## config.mk

```make
export PLATFORM = sky130hd
export DESIGN_NAME = data_bus_master_arbiter
export DESIGN_NICKNAME = d
export VERILOG_FILES = /design/src/rtl/data_bus_pkg.sv /design/src/rtl/rr_arbiter_2.sv /design/src/rtl/data_bus_master_arbiter.sv
export SDC_FILE = /design/constraint.sdc
export NUM_CORES = 1
export LEC_CHECK = 0
export BUFFER_PORTS_ARGS = -buffer_cell sky130_fd_sc_hd__buf_2
export CAP_MARGIN = 0
export CORE_AREA = 2 2 137 139
export CTS_BUF_LIST = sky130_fd_sc_hd__clkbuf_4
export CTS_CLUSTER_SIZE = 8
export DETAILED_ROUTE_END_ITERATION = 12
export DIE_AREA = 0 0 139 141
export PLACE_DENSITY = 0.46
export SLEW_MARGIN = 10
export SYNTH_ARGS = -nofsm -noshare
export SYNTH_HDL_FRONTEND = slang
export SYNTH_SLANG_ARGS = --single-unit
```

## constraint.sdc

```tcl
create_clock -name clk -period 5.15 [get_ports clk]
set_clock_uncertainty 0.05 [all_clocks]
set_input_delay 1.2875 -clock clk [delete_from_list [all_inputs] [get_ports clk]]
set_output_delay 1.2875 -clock clk [all_outputs]
set_load 0.005 [all_outputs]
```

## src/rtl/data_bus_pkg.sv

```systemverilog
// Shared types and widths for the two-master data bus arbiter.
// Imported by the arbiter top and its round-robin helper.
package data_bus_pkg;

    localparam int BE_W   = 4;
    localparam int ADDR_W = 32;
    localparam int DATA_W = 32;
    localparam int INTG_W = 7;

    typedef enum logic [1:0] {
        IDLE      = 2'd0,
        WAIT_GNT  = 2'd1,
        WAIT_RESP = 2'd2
    } arb_state_t;

    typedef enum logic {
        M0 = 1'b0,
        M1 = 1'b1
    } master_t;

    function automatic master_t other_master(input master_t m);
        return (m == M0) ? M1 : M0;
    endfunction

endpackage

```

## src/rtl/rr_arbiter_2.sv

```systemverilog
// Combinational two-way arbiter: a lone requester wins, ties go to M0 under
// fixed priority or otherwise to the master that was not served last.
module rr_arbiter_2
    import data_bus_pkg::*;
#(
    parameter int FIXED_PRIORITY = 0
) (
    input  logic       req0,
    input  logic       req1,
    input  master_t    last_served,
    output logic [1:0] grant
);

    // One-hot tie-break between the two requesters
    always_comb begin
        grant = 2'b00;
        if (req0 && req1) begin
            if ((FIXED_PRIORITY != 0) || (other_master(last_served) == M0)) begin
                grant = 2'b01;
            end else begin
                grant = 2'b10;
            end
        end else if (req0) begin
            grant = 2'b01;
        end else if (req1) begin
            grant = 2'b10;
        end else begin
            grant = 2'b00;
        end
    end

endmodule

```

## src/rtl/data_bus_master_arbiter.sv

```systemverilog
// Shares one OBI/ibex-style data bus between two masters with a single
// outstanding transaction, owner-routed responses and an optional timeout.
module data_bus_master_arbiter
    import data_bus_pkg::*;
#(
    parameter int FIXED_PRIORITY = 0,
    parameter int TIMEOUT_CYCLES = 0,
    parameter int TIMER_WIDTH    = 16
) (
    input  logic              clk,
    input  logic              rst,
    input  logic              m0_req,
    input  logic              m0_we,
    input  logic [BE_W-1:0]   m0_be,
    input  logic [ADDR_W-1:0] m0_addr,
    input  logic [DATA_W-1:0] m0_wdata,
    input  logic [INTG_W-1:0] m0_wdata_intg,
    output logic              m0_gnt,
    output logic              m0_rvalid,
    output logic [DATA_W-1:0] m0_rdata,
    output logic [INTG_W-1:0] m0_rdata_intg,
    output logic              m0_err,
    input  logic              m1_req,
    input  logic              m1_we,
    input  logic [BE_W-1:0]   m1_be,
    input  logic [ADDR_W-1:0] m1_addr,
    input  logic [DATA_W-1:0] m1_wdata,
    input  logic [INTG_W-1:0] m1_wdata_intg,
    output logic              m1_gnt,
    output logic              m1_rvalid,
    output logic [DATA_W-1:0] m1_rdata,
    output logic [INTG_W-1:0] m1_rdata_intg,
    output logic              m1_err,
    output logic              s_req,
    output logic              s_we,
    output logic [BE_W-1:0]   s_be,
    output logic [ADDR_W-1:0] s_addr,
    output logic [DATA_W-1:0] s_wdata,
    output logic [INTG_W-1:0] s_wdata_intg,
    input  logic              s_gnt,
    input  logic              s_rvalid,
    input  logic [DATA_W-1:0] s_rdata,
    input  logic [INTG_W-1:0] s_rdata_intg,
    input  logic              s_err
);

    localparam bit TIMEOUT_EN = (TIMEOUT_CYCLES > 0);
    localparam logic [TIMER_WIDTH-1:0] TIMER_LAST =
        TIMEOUT_EN ? TIMER_WIDTH'(TIMEOUT_CYCLES - 1) : {TIMER_WIDTH{1'b0}};

    arb_state_t             state_r,       state_nxt_s;
    master_t                owner_r,       owner_nxt_s;
    master_t                last_served_r, last_served_nxt_s;
    logic [TIMER_WIDTH-1:0] timer_r,       timer_nxt_s;

    logic [1:0]        arb_gnt_s;
    logic              fwd_en_s;
    master_t           fwd_sel_s;
    logic              gnt_s;
    logic              rsp_route_s;
    logic              rsp_valid_s;
    logic [DATA_W-1:0] rsp_rdata_s;
    logic [INTG_W-1:0] rsp_intg_s;
    logic              rsp_err_s;

    rr_arbiter_2 #(
        .FIXED_PRIORITY (FIXED_PRIORITY)
    ) u_rr_arbiter_2 (
        .req0        (m0_req),
        .req1        (m1_req),
        .last_served (last_served_r),
        .grant       (arb_gnt_s)
    );

    // State, ownership and timeout registers
    always_ff @(posedge clk) begin
        if (rst) begin
            state_r       <= IDLE;
            owner_r       <= M0;
            last_served_r <= M1;
            timer_r       <= {TIMER_WIDTH{1'b0}};
        end else begin
            state_r       <= state_nxt_s;
            owner_r       <= owner_nxt_s;
            last_served_r <= last_served_nxt_s;
            timer_r       <= timer_nxt_s;
        end
    end

    // Next-state logic plus request-forward and response-routing selects
    always_comb begin
        state_nxt_s       = state_r;
        owner_nxt_s       = owner_r;
        last_served_nxt_s = last_served_r;
        timer_nxt_s       = timer_r;
        fwd_en_s          = 1'b0;
        fwd_sel_s         = owner_r;
        gnt_s             = 1'b0;
        rsp_route_s       = 1'b0;
        rsp_valid_s       = 1'b0;
        rsp_rdata_s       = {DATA_W{1'b0}};
        rsp_intg_s        = {INTG_W{1'b0}};
        rsp_err_s         = 1'b0;
        case (state_r)
            IDLE: begin
                if (arb_gnt_s != 2'b00) begin
                    fwd_en_s    = 1'b1;
                    fwd_sel_s   = arb_gnt_s[1] ? M1 : M0;
                    gnt_s       = s_gnt;
                    owner_nxt_s = fwd_sel_s;
                    if (s_gnt) begin
                        last_served_nxt_s = fwd_sel_s;
                        timer_nxt_s       = {TIMER_WIDTH{1'b0}};
                        state_nxt_s       = WAIT_RESP;
                    end else begin
                        // OBI forbids withdrawing a pending request, so lock the winner
                        state_nxt_s = WAIT_GNT;
                    end
                end else begin
                    state_nxt_s = IDLE;
                end
            end
            WAIT_GNT: begin
                fwd_en_s  = 1'b1;
                fwd_sel_s = owner_r;
                gnt_s     = s_gnt;
                if (s_gnt) begin
                    last_served_nxt_s = owner_r;
                    timer_nxt_s       = {TIMER_WIDTH{1'b0}};
                    state_nxt_s       = WAIT_RESP;
                end else begin
                    state_nxt_s = WAIT_GNT;
                end
            end
            WAIT_RESP: begin
                rsp_route_s = 1'b1;
                rsp_rdata_s = s_rdata;
                rsp_intg_s  = s_rdata_intg;
                rsp_err_s   = s_err;
                if (s_rvalid) begin
                    rsp_valid_s = 1'b1;
                    state_nxt_s = IDLE;
                end else if (TIMEOUT_EN && (timer_r == TIMER_LAST)) begin
                    rsp_valid_s = 1'b1;
                    rsp_rdata_s = {DATA_W{1'b0}};
                    rsp_intg_s  = {INTG_W{1'b0}};
                    rsp_err_s   = 1'b1;
                    state_nxt_s = IDLE;
                end else begin
                    timer_nxt_s = timer_r + TIMER_WIDTH'(1);
                end
            end
            default: begin
                state_nxt_s = IDLE;
            end
        endcase
    end

    // Output muxing; everything is held at zero while reset is asserted
    always_comb begin
        s_req         = 1'b0;
        s_we          = 1'b0;
        s_be          = {BE_W{1'b0}};
        s_addr        = {ADDR_W{1'b0}};
        s_wdata       = {DATA_W{1'b0}};
        s_wdata_intg  = {INTG_W{1'b0}};
        m0_gnt        = 1'b0;
        m1_gnt        = 1'b0;
        m0_rvalid     = 1'b0;
        m0_rdata      = {DATA_W{1'b0}};
        m0_rdata_intg = {INTG_W{1'b0}};
        m0_err        = 1'b0;
        m1_rvalid     = 1'b0;
        m1_rdata      = {DATA_W{1'b0}};
        m1_rdata_intg = {INTG_W{1'b0}};
        m1_err        = 1'b0;
        if (!rst && fwd_en_s) begin
            if (fwd_sel_s == M1) begin
                s_req        = m1_req;
                s_we         = m1_we;
                s_be         = m1_be;
                s_addr       = m1_addr;
                s_wdata      = m1_wdata;
                s_wdata_intg = m1_wdata_intg;
                m1_gnt       = gnt_s;
            end else begin
                s_req        = m0_req;
                s_we         = m0_we;
                s_be         = m0_be;
                s_addr       = m0_addr;
                s_wdata      = m0_wdata;
                s_wdata_intg = m0_wdata_intg;
                m0_gnt       = gnt_s;
            end
        end else begin
            s_req = 1'b0;
        end
        if (!rst && rsp_route_s) begin
            if (owner_r == M1) begin
                m1_rvalid     = rsp_valid_s;
                m1_rdata      = rsp_rdata_s;
                m1_rdata_intg = rsp_intg_s;
                m1_err        = rsp_err_s;
            end else begin
                m0_rvalid     = rsp_valid_s;
                m0_rdata      = rsp_rdata_s;
                m0_rdata_intg = rsp_intg_s;
                m0_err        = rsp_err_s;
            end
        end else begin
            m0_rvalid = 1'b0;
        end
    end

endmodule

```

# Word level (Yosys, flattened, before mapping)
# Index checks and enable logic that the tools add are counted.
dict set report totals {
  out_inout_bits 161
  elab_cells 74
  reg_bits 4
  input_bits 198
}
dict set report op_classes {
  eq_ne 6
  n_reduce_logical 8
  mux 57
}
# cell n
set op_table {}
lappend op_table {{32-bit two-way mux} 9}
lappend op_table {{7-bit two-way mux} 7}
lappend op_table {{1-bit two-way mux} 28}
lappend op_table {{2-bit two-way mux} 7}
lappend op_table {{4-bit two-way mux} 2}
lappend op_table {{2-bit inequality test, second input constant} 4}
lappend op_table {{1-bit one-hot mux with 2 select lines} 3}
lappend op_table {{2-bit one-hot mux with 3 select lines} 1}
lappend op_table {{4-bit AND reduction} 1}
lappend op_table {{2-bit nonzero test} 2}
lappend op_table {{1-bit logical AND} 3}
lappend op_table {{2-bit by 1-bit == test with 1-bit output, second input constant} 1}
lappend op_table {{2-bit == test, second input constant} 1}
lappend op_table {{2-bit logical NOT} 1}
lappend op_table {{1-bit logical NOT} 1}

# Depth between registers and ports, before layout
# Gate-level depths: netlist of the first run.
dict set report depth {
  word_depth 8
  depth_mapped 6
  depth_no_buf 3
}

# Cells and area by module
# From an unflattened synthesis of the first run, not the netlist that was laid out.
dict set report hier_totals {
  hier_cells 388
  hier_area_um2 2606.2
}
# module cells_per_inst seq_area_each_um2 n_inst area_each_um2
set by_module_without_submodules {}
lappend by_module_without_submodules {data_bus_master_arbiter 385 80.1 1 2587.5}
lappend by_module_without_submodules {rr_arbiter_2 3 0.0 1 18.8}

# Least setup slack after synthesis of the first run
# OpenSTA, ideal clock, no wires.
dict set report synth_timing {
  path_type {input to output}
  from {input port m0_req}
  to {output port s_addr[27]}
  path_buffers 2
  path_slack_ns 1.423
  required_ns 3.813
  arrival_time_ns 2.389
  cell_stages 5
  cell_sequence {or3b_1 > a22oi_1 > buf_6 > buf_6 > mux2i_1}
}
dict set report synth_via {
  elab_chain_len 7
  word_cells_on_any_way 12
  classes_between {mux (9); reduce/logical (3)}
}
# element line_no
set synth_lines {}
lappend synth_lines {{from (decl)} data_bus_master_arbiter.sv:12} ;# input logic m0_req,
lappend synth_lines {{2-bit two-way mux or 1-bit logical AND (tied branches)} {rr_arbiter_2.sv:23, rr_arbiter_2.sv:17}}
lappend synth_lines {{2-bit two-way mux *} rr_arbiter_2.sv:17} ;# if (req0 && req1) begin
lappend synth_lines {{2-bit nonzero test or 1-bit two-way mux (tied branches)} {data_bus_master_arbiter.sv:106, data_bus_master_arbiter.sv:108}}
lappend synth_lines {{1-bit two-way mux} data_bus_master_arbiter.sv:106} ;# if (arb_gnt_s != 2'b00) begin
lappend synth_lines {{1-bit one-hot mux with 2 select lines or 1-bit two-way mux (tied branches)} -}
lappend synth_lines {{1-bit logical AND or 32-bit two-way mux (tied branches)} {data_bus_master_arbiter.sv:177, data_bus_master_arbiter.sv:178}}
lappend synth_lines {{32-bit two-way mux *} data_bus_master_arbiter.sv:177} ;# if (!rst && fwd_en_s) begin
lappend synth_lines {{to (decl)} data_bus_master_arbiter.sv:37} ;# output logic [ADDR_W-1:0] s_addr,
# Every way passes the cells marked *; elsewhere a longest branch is shown, timed or not.

# Worst setup path after layout of the first run
dict set report layout_timing {
  from {input port m0_req}
  to {output port s_be[0]}
}
dict set report layout_via {
  elab_chain_len 7
  word_cells_on_any_way 12
  classes_between {mux (9); reduce/logical (3)}
}
# element line_no
set layout_lines {}
lappend layout_lines {{2-bit two-way mux or 1-bit logical AND (tied branches)} {rr_arbiter_2.sv:23, rr_arbiter_2.sv:17}}
lappend layout_lines {{2-bit two-way mux *} rr_arbiter_2.sv:17}
lappend layout_lines {{2-bit nonzero test or 1-bit two-way mux (tied branches)} {data_bus_master_arbiter.sv:106, data_bus_master_arbiter.sv:108}}
lappend layout_lines {{1-bit two-way mux} data_bus_master_arbiter.sv:106}
lappend layout_lines {{1-bit one-hot mux with 2 select lines or 1-bit two-way mux (tied branches)} -}
lappend layout_lines {{1-bit logical AND or 4-bit two-way mux (tied branches)} {data_bus_master_arbiter.sv:177, data_bus_master_arbiter.sv:178}}
lappend layout_lines {{4-bit two-way mux *} data_bus_master_arbiter.sv:177}
lappend layout_lines {{to (decl)} data_bus_master_arbiter.sv:36} ;# output logic [BE_W-1:0] s_be,
# Marked as above.

==> results of run 1 <==
[state kept, by name (all words and copies together), names as in the netlist]
register,cells
last_served_r,1
state_r,2
owner_r,1
[power breakdown]
part	switching (uW)	internal, uW
clock	11.2	25.9
sequential	3.92	33.7
combinational	189	189
total	204	249
[path summary, 6_finish.rpt]
path / depth (start not counted) / slack (ns) / end
worst max-delay path: 6 / 0.95 / s_be[0]
worst min-delay path: 2 / 0.48 / last_served_r$_SDFFE_PP1P_
worst max register to register: 4 / 3.45 / owner_r$_SDFF_PP0_
worst min register to register: 2 / 0.48 / last_served_r$_SDFFE_PP1P_
[cells in the mapped netlist]
cell | n | area [sq um]
buf_2 | 18 | 90.09
inv_1 | 1 | 3.750
clkbuf_1 | 22 | 82.58
and2_1 | 82 | 513.0
o211ai_1 | 1 | 7.510
o21ai_0 | 2 | 10.01
or3b_1 | 1 | 8.760
or3_2 | 1 | 7.510
buf_12 | 1 | 20.02
nand2b_1 | 2 | 12.51
a22oi_1 | 1 | 7.510
nor2_1 | 2 | 7.510
nor4_1 | 1 | 6.260
or3b_2 | 1 | 8.760
nor3b_2 | 1 | 12.51
dfxtp_1 | 4 | 80.08
buf_6 | 3 | 33.78
a211oi_1 | 1 | 7.510
mux2i_1 | 77 | 770.7
nor4b_1 | 1 | 8.760
buf_8 | 6 | 90.09
a21oi_1 | 2 | 10.01
and4bb_2 | 1 | 12.51
nand3_1 | 152 | 760.7
buf_1 | 1 | 3.750
nor3_1 | 2 | 10.01
[per-stage QoR]
stage | util [%] | cells | setup WS [ns]
CTS | 24.64 | 940 | 0.9093
finish | 24.65 | 941 | 0.9533
global route | 24.65 | 941 | 0.7971
detailed placement | 24.51 | 937 | 0.9171
floorplan | - | 387 | 1.423
global placement | 24.51 | 937 | 0.9209
[kinds of logic (layout without fill, tap and decap cells)]
group	after synthesis	count (layout)
other	0	1
and+or+nand+nor	247	247
muxes	77	77
DFF	4	4
AOI/OAI and AO/OA	7	7
buffers and inverters	52	371
[layout make-up]
class                           instances  area [sq um]  area share, %
Multi-Input combinational cell        331          2205          48.96
Timing Repair Buffer                  367          1897          42.12
Tap cell                              234         292.8          6.502
Sequential cell                         4         80.08          1.778
Clock buffer                            3         22.52         0.5001
Inverter                                1         3.754        0.08336
Antenna cell                            1         2.502        0.05557
[metal layers]
| metal | vias to the layer above | GRT usage, % |
|---|---|---|
| met4 | 0 | 1.648 |
| met2 | 193 | 20.59 |
| met5 | - | 0 |
| met1 | 1687 | 13.89 |
| met3 | 4 | 1.664 |
| li1 | 2012 | - |
[critical path, stage by stage]
cell and delay, ns:
buf_2 0.13, or3b_1 0.36, a22oi_2 0.32, buf_12 0.34, mux2i_1 0.26, buf_2 0.14
==> out/metrics.cfg, run 1 <==
[sta]
worst_slew_margin_rel_pct=56.36
post-route-period-util_pct=81.49
tns_ns=0
hold_ws_ns=0.4780
slew_viol_final=0
tightest_slew_ns=0.6545
rsz0062_at_grt=false
fin_crit_ns=4.197
setup_viol=0
fmax_mhz=238.3
hold_violations=0

[setup_path]
worstSetupPathType=primary input to output port
start_kind=primary input
startpoint=m0_req
endpoint_kind=output port
crit_fanout=47
crit-reg2reg-launch=state_r[1]$_SDFFE_PP0P_
worstPathRequired_ns=3.81
cp.arrival_ns=2.86

[placed_design]
placed_area_sq_um=4478
gp_congestion=0.7588
hpwlAfterDp_microns=9577
port_buffers=358

[pwr]
vdd_drop_max_mv=0.06939
p_leak_uw=0.002830
power.density_nw_per_um2=100.6
p_total_uw=452.9

[routing]
met1Wirelength_microns=4999
top_layer=met4
dr.pass1.iters=4
wl_per_cell_microns=12.85
drtIter0Drc=130
vias=3896
ant_nets=0
avgViaCountPerCell=4.140
wl_met3_microns=865
met2_wirelength_microns=6146
totalWireLength_microns=12090
drc_errors=0

[synthesis]
synthMuxAreaShare_pct=29.80
synth-compound-area-share_pct=1.645
ys_seq_area_share_pct=3.096
synth-xor-area-share_pct=0
synth_cell_types=26
synth_area_sq_um=2586
synth_nets=585
synthCells=387
synth-seq-cells=4
avgSynthCellArea_sq_um=6.683
synth_fa_ha_area_share_pct=0
synth_top_family_by_area=simple AND/OR/NAND/NOR gates
synthSimpleGateAreaFrac_pct=52.93
yosys_warnings=0

[grt]
grt_start_max_net_pins=99
track_usage_pct=11.12
overflow=0
grt_pass1_vias=3469
grt_first_pass_wirelength_microns=18060
antenna_found_initial=2

[clocking]
clock_path_buffers=2
cts-htree-levels=1
root_buffer=clkbuf_4
cts_buffers=3
clkTransAtPathRegs_ns=0.04
post_cts_resized=0
ctsHoldBuffers=0
cts_sinks=4
tritoncts=done
post_cts_buffers=0
clk-insertion-delay-late_ns=0.23

[min_path]
min_path_type=register to register
hp-start=last_served_r$_SDFFE_PP1P_

[layout]
final_cell_area_sq_um=4503
area_growth_syn_to_layout_pct=74.12
nets=906
drive_above_1_share_pct=53.40
mostFrequentLayoutCells=358 x buf_2, 152 x nand3_1, 82 x and2_1
layout_commonest_cell=buf_2
fill_cells=2092

[floorplan]
io_pins=359
die_area_sq_um=19600
start_util_pct=14.16
num_rows=50
core_region_area_sq_um=18270
dieWidth_microns=139
die_y_microns=141

[run_status]
run_status=finished, final reports clean

[run]
max_cap_violations=0

(Power assumes the default switching activity.)
==> inputs of run 2 (changes only) <==
CORE_AREA = 2 2 138 140   (was 2 2 137 139)
DIE_AREA = 0 0 140 142   (was 0 0 139 141)
PLACE_DENSITY = 0.47   (was 0.46)
clock period = 3.7 ns   (was 5.15 ns; I/O delays follow)
==> run 2 against run 1 <==
Compared with the run above:
- the flow now finishes with violations (DRC)
- via count up 2.2%
- count of clock-buffer cells in the layout is the same
- clock power up 48%
- core utilization up 0.24 points
- critical path depth up 2
- final area grew 2.0%
- sequential share of layout area barely moved
- worst setup slack got worse by 0.73 ns
- global-route usage rose by 0.22 points
- first-iteration DRC count is 37% higher
==> out/metrics.cfg, run 2 (synthesis gave the netlist of run 1 again) <==
[layout]
regArea_sq_um=80.08  ; unchanged
area_growth_syn_to_layout_pct=77.60  ; was 74.12%
drive_above_1_share_pct=53.99  ; was 53.40%
final_util_pct=24.89  ; was 24.65%
multi_input_area_sq_um=2205  ; unchanged
n_antenna_cell=0  ; was 1
largest_reg_flops=2  ; unchanged
reg.largest.list=state_r (2), last_served_r (1), owner_r (1)  ; unchanged
regMostFlops=state_r  ; unchanged
nets=915  ; was 906
mostFrequentLayoutCells=358 x buf_2, 152 x nand3_1, 82 x and2_1  ; unchanged
final_cells=949  ; was 941
layout_commonest_cell=buf_2  ; unchanged
fill_cells=2090  ; was 2092

[sta]
slew_viol_final=0  ; unchanged
fin_crit_ns=3.477
post-route-period-util_pct=93.96
fmax_mhz=287.6
setup_viol=0  ; unchanged
hold_violations=0  ; unchanged
worst_slew_margin_rel_pct=65.74  ; was 56.36%
tightest_slew_ns=0.5138  ; was 0.6545 ns
rsz0062_at_grt=false  ; unchanged
tns_ns=0  ; unchanged

[pwr]
vdd_drop_max_mv=0.05222  ; was 0.06939 mV
power.density_nw_per_um2=143.2  ; was 100.6 nW/um^2
p_leak_uw=0.002883  ; was 0.002830 uW

[placed_design]
port_buffers=358  ; unchanged
gp_congestion=0.7965  ; was 0.7588
dp.cells=946  ; was 937
hpwlAfterDp_microns=10270  ; was 9577 microns

[setup_path]
start_kind=primary input  ; unchanged
endpoint_kind=output port  ; unchanged
critPathBufInv=5  ; was 3
critPathMaxStageDelay_ns=0.36  ; about the same
worstPathRequired_ns=2.72  ; was 3.81 ns
worstSetupPathType=primary input to output port  ; unchanged
crit_fanout=8  ; was 47
cp.arrival_ns=2.50  ; was 2.86 ns
crit_chain=buf_2 -> or3b_1 -> a22oi_2 -> buf_4 -> buf_12 -> buf_4 -> mux2i_1 -> buf_2  ; was buf_2 -> or3b_1 -> a22oi_2 -> buf_12 -> mux2i_1 -> buf_2
cp_top_family=buffers and inverters  ; unchanged
cp_slowest_cell=or3b_1  ; unchanged

[floorplan]
core_region_area_sq_um=18460  ; was 18270 sq um
die_y_microns=142  ; was 141 microns
dieWidth_microns=140  ; was 139 microns
io_pins=359  ; unchanged
start_util_pct=14.01  ; was 14.16%
die_area_sq_um=19880  ; was 19600 sq um
num_rows=50  ; unchanged

[clocking]
cts-htree-levels=1  ; unchanged
cts_buffers=3  ; unchanged
tritoncts=done  ; unchanged
clk-insertion-delay-late_ns=0.24  ; was 0.23 ns
ctsHoldBuffers=0  ; unchanged
post_cts_resized=0  ; unchanged
cts_sinks=4  ; unchanged
post_cts_buffers=0  ; unchanged
clkTransAtPathRegs_ns=0.04  ; about the same
clock_path_buffers=2  ; unchanged
root_buffer=clkbuf_4  ; unchanged

[routing]
vias=3981  ; was 3896
avgViaCountPerCell=4.195  ; was 4.140
ant_nets=0  ; unchanged
wl_per_cell_microns=13.30  ; was 12.85 microns
dr.pass1.iters=8  ; was 4
drc_errors=24  ; was 0
drtIter0Drc=178  ; was 130
totalWireLength_microns=12620  ; was 12090 microns

[grt]
track_usage_pct=11.34  ; was 11.12%
grt_pass1_vias=3563  ; was 3469
grt_start_max_net_pins=75  ; was 99
antenna_found_initial=0  ; was 2
grt_first_pass_wirelength_microns=18490  ; was 18060 microns
overflow=0  ; unchanged

[run]
max_cap_violations=0  ; unchanged

[run_status]
violations=DRC
run_status=complete, but fails checks  ; was finished, final reports clean

[min_path]
min_path_type=register to register  ; unchanged

run 2: area by class of cell:
cell class	count	share of cell area (%)
flip-flops and latches	4	1.743
well taps	234	6.374
clock buffers	3	0.4903
multi-input cells	331	48.00
inverters	1	0.08172
repair buffers	376	43.31
run 2: stage by stage:
stage / area (sq um) / total power, uW / worst slack [ns] / hold WS, ns
finish: 4593 / 657.8 / 0.2234 / 0.5043
CTS: 4593 / 669.9 / 0.2004 / 0.5083
global route: 4593 / 718.9 / 0.1160 / 0.5453
detailed placement: 4571 / 610.2 / 0.2036 / 0.4991
global placement: 4571 / 611.0 / 0.2025 / 0.4727
floorplan: 2586 / 367.0 / 0.6984 / 0.4273
run 2: worst paths after layout:
kind	slack, ns	cells past startpoint	to	startpoint
setup / recovery	0.22	8	s_wdata[28]	m0_req
hold / removal	0.50	2	last_served_r$_SDFFE_PP1P_	last_served_r$_SDFFE_PP1P_
setup reg to reg	2.03	5	owner_r$_SDFF_PP0_	state_r[1]$_SDFFE_PP0P_
hold reg to reg	0.50	2	last_served_r$_SDFFE_PP1P_	last_served_r$_SDFFE_PP1P_
run 2: where the power goes:
group / leakage [uW] / internal (uW) / switching [uW] / total [uW]
Combinational: 0.00284 / 280 / 271 / 551
Clock: 0.0000138 / 36.3 / 18.6 / 54.9
Sequential: 0.0000331 / 46.9 / 5.14 / 52.0
Total: 0.00288 / 363 / 295 / 658
run 2: layer usage:
layer	share of wire (%)	up-vias	global-route usage, %
li1	-	2027	-
met1	40	1756	13.42
met2	52	192	21.57
met3	7.9	6	2.254
met4	0.71	0	1.701
met5	0	-	0
run 2: worst register-to-register path, cell delays in order (launching register included):
cell and delay, ns:
dfxtp_1 0.38, or3b_1 0.41, a22oi_2 0.26, buf_4 0.21, buf_4 0.19, nor2_1 0.05
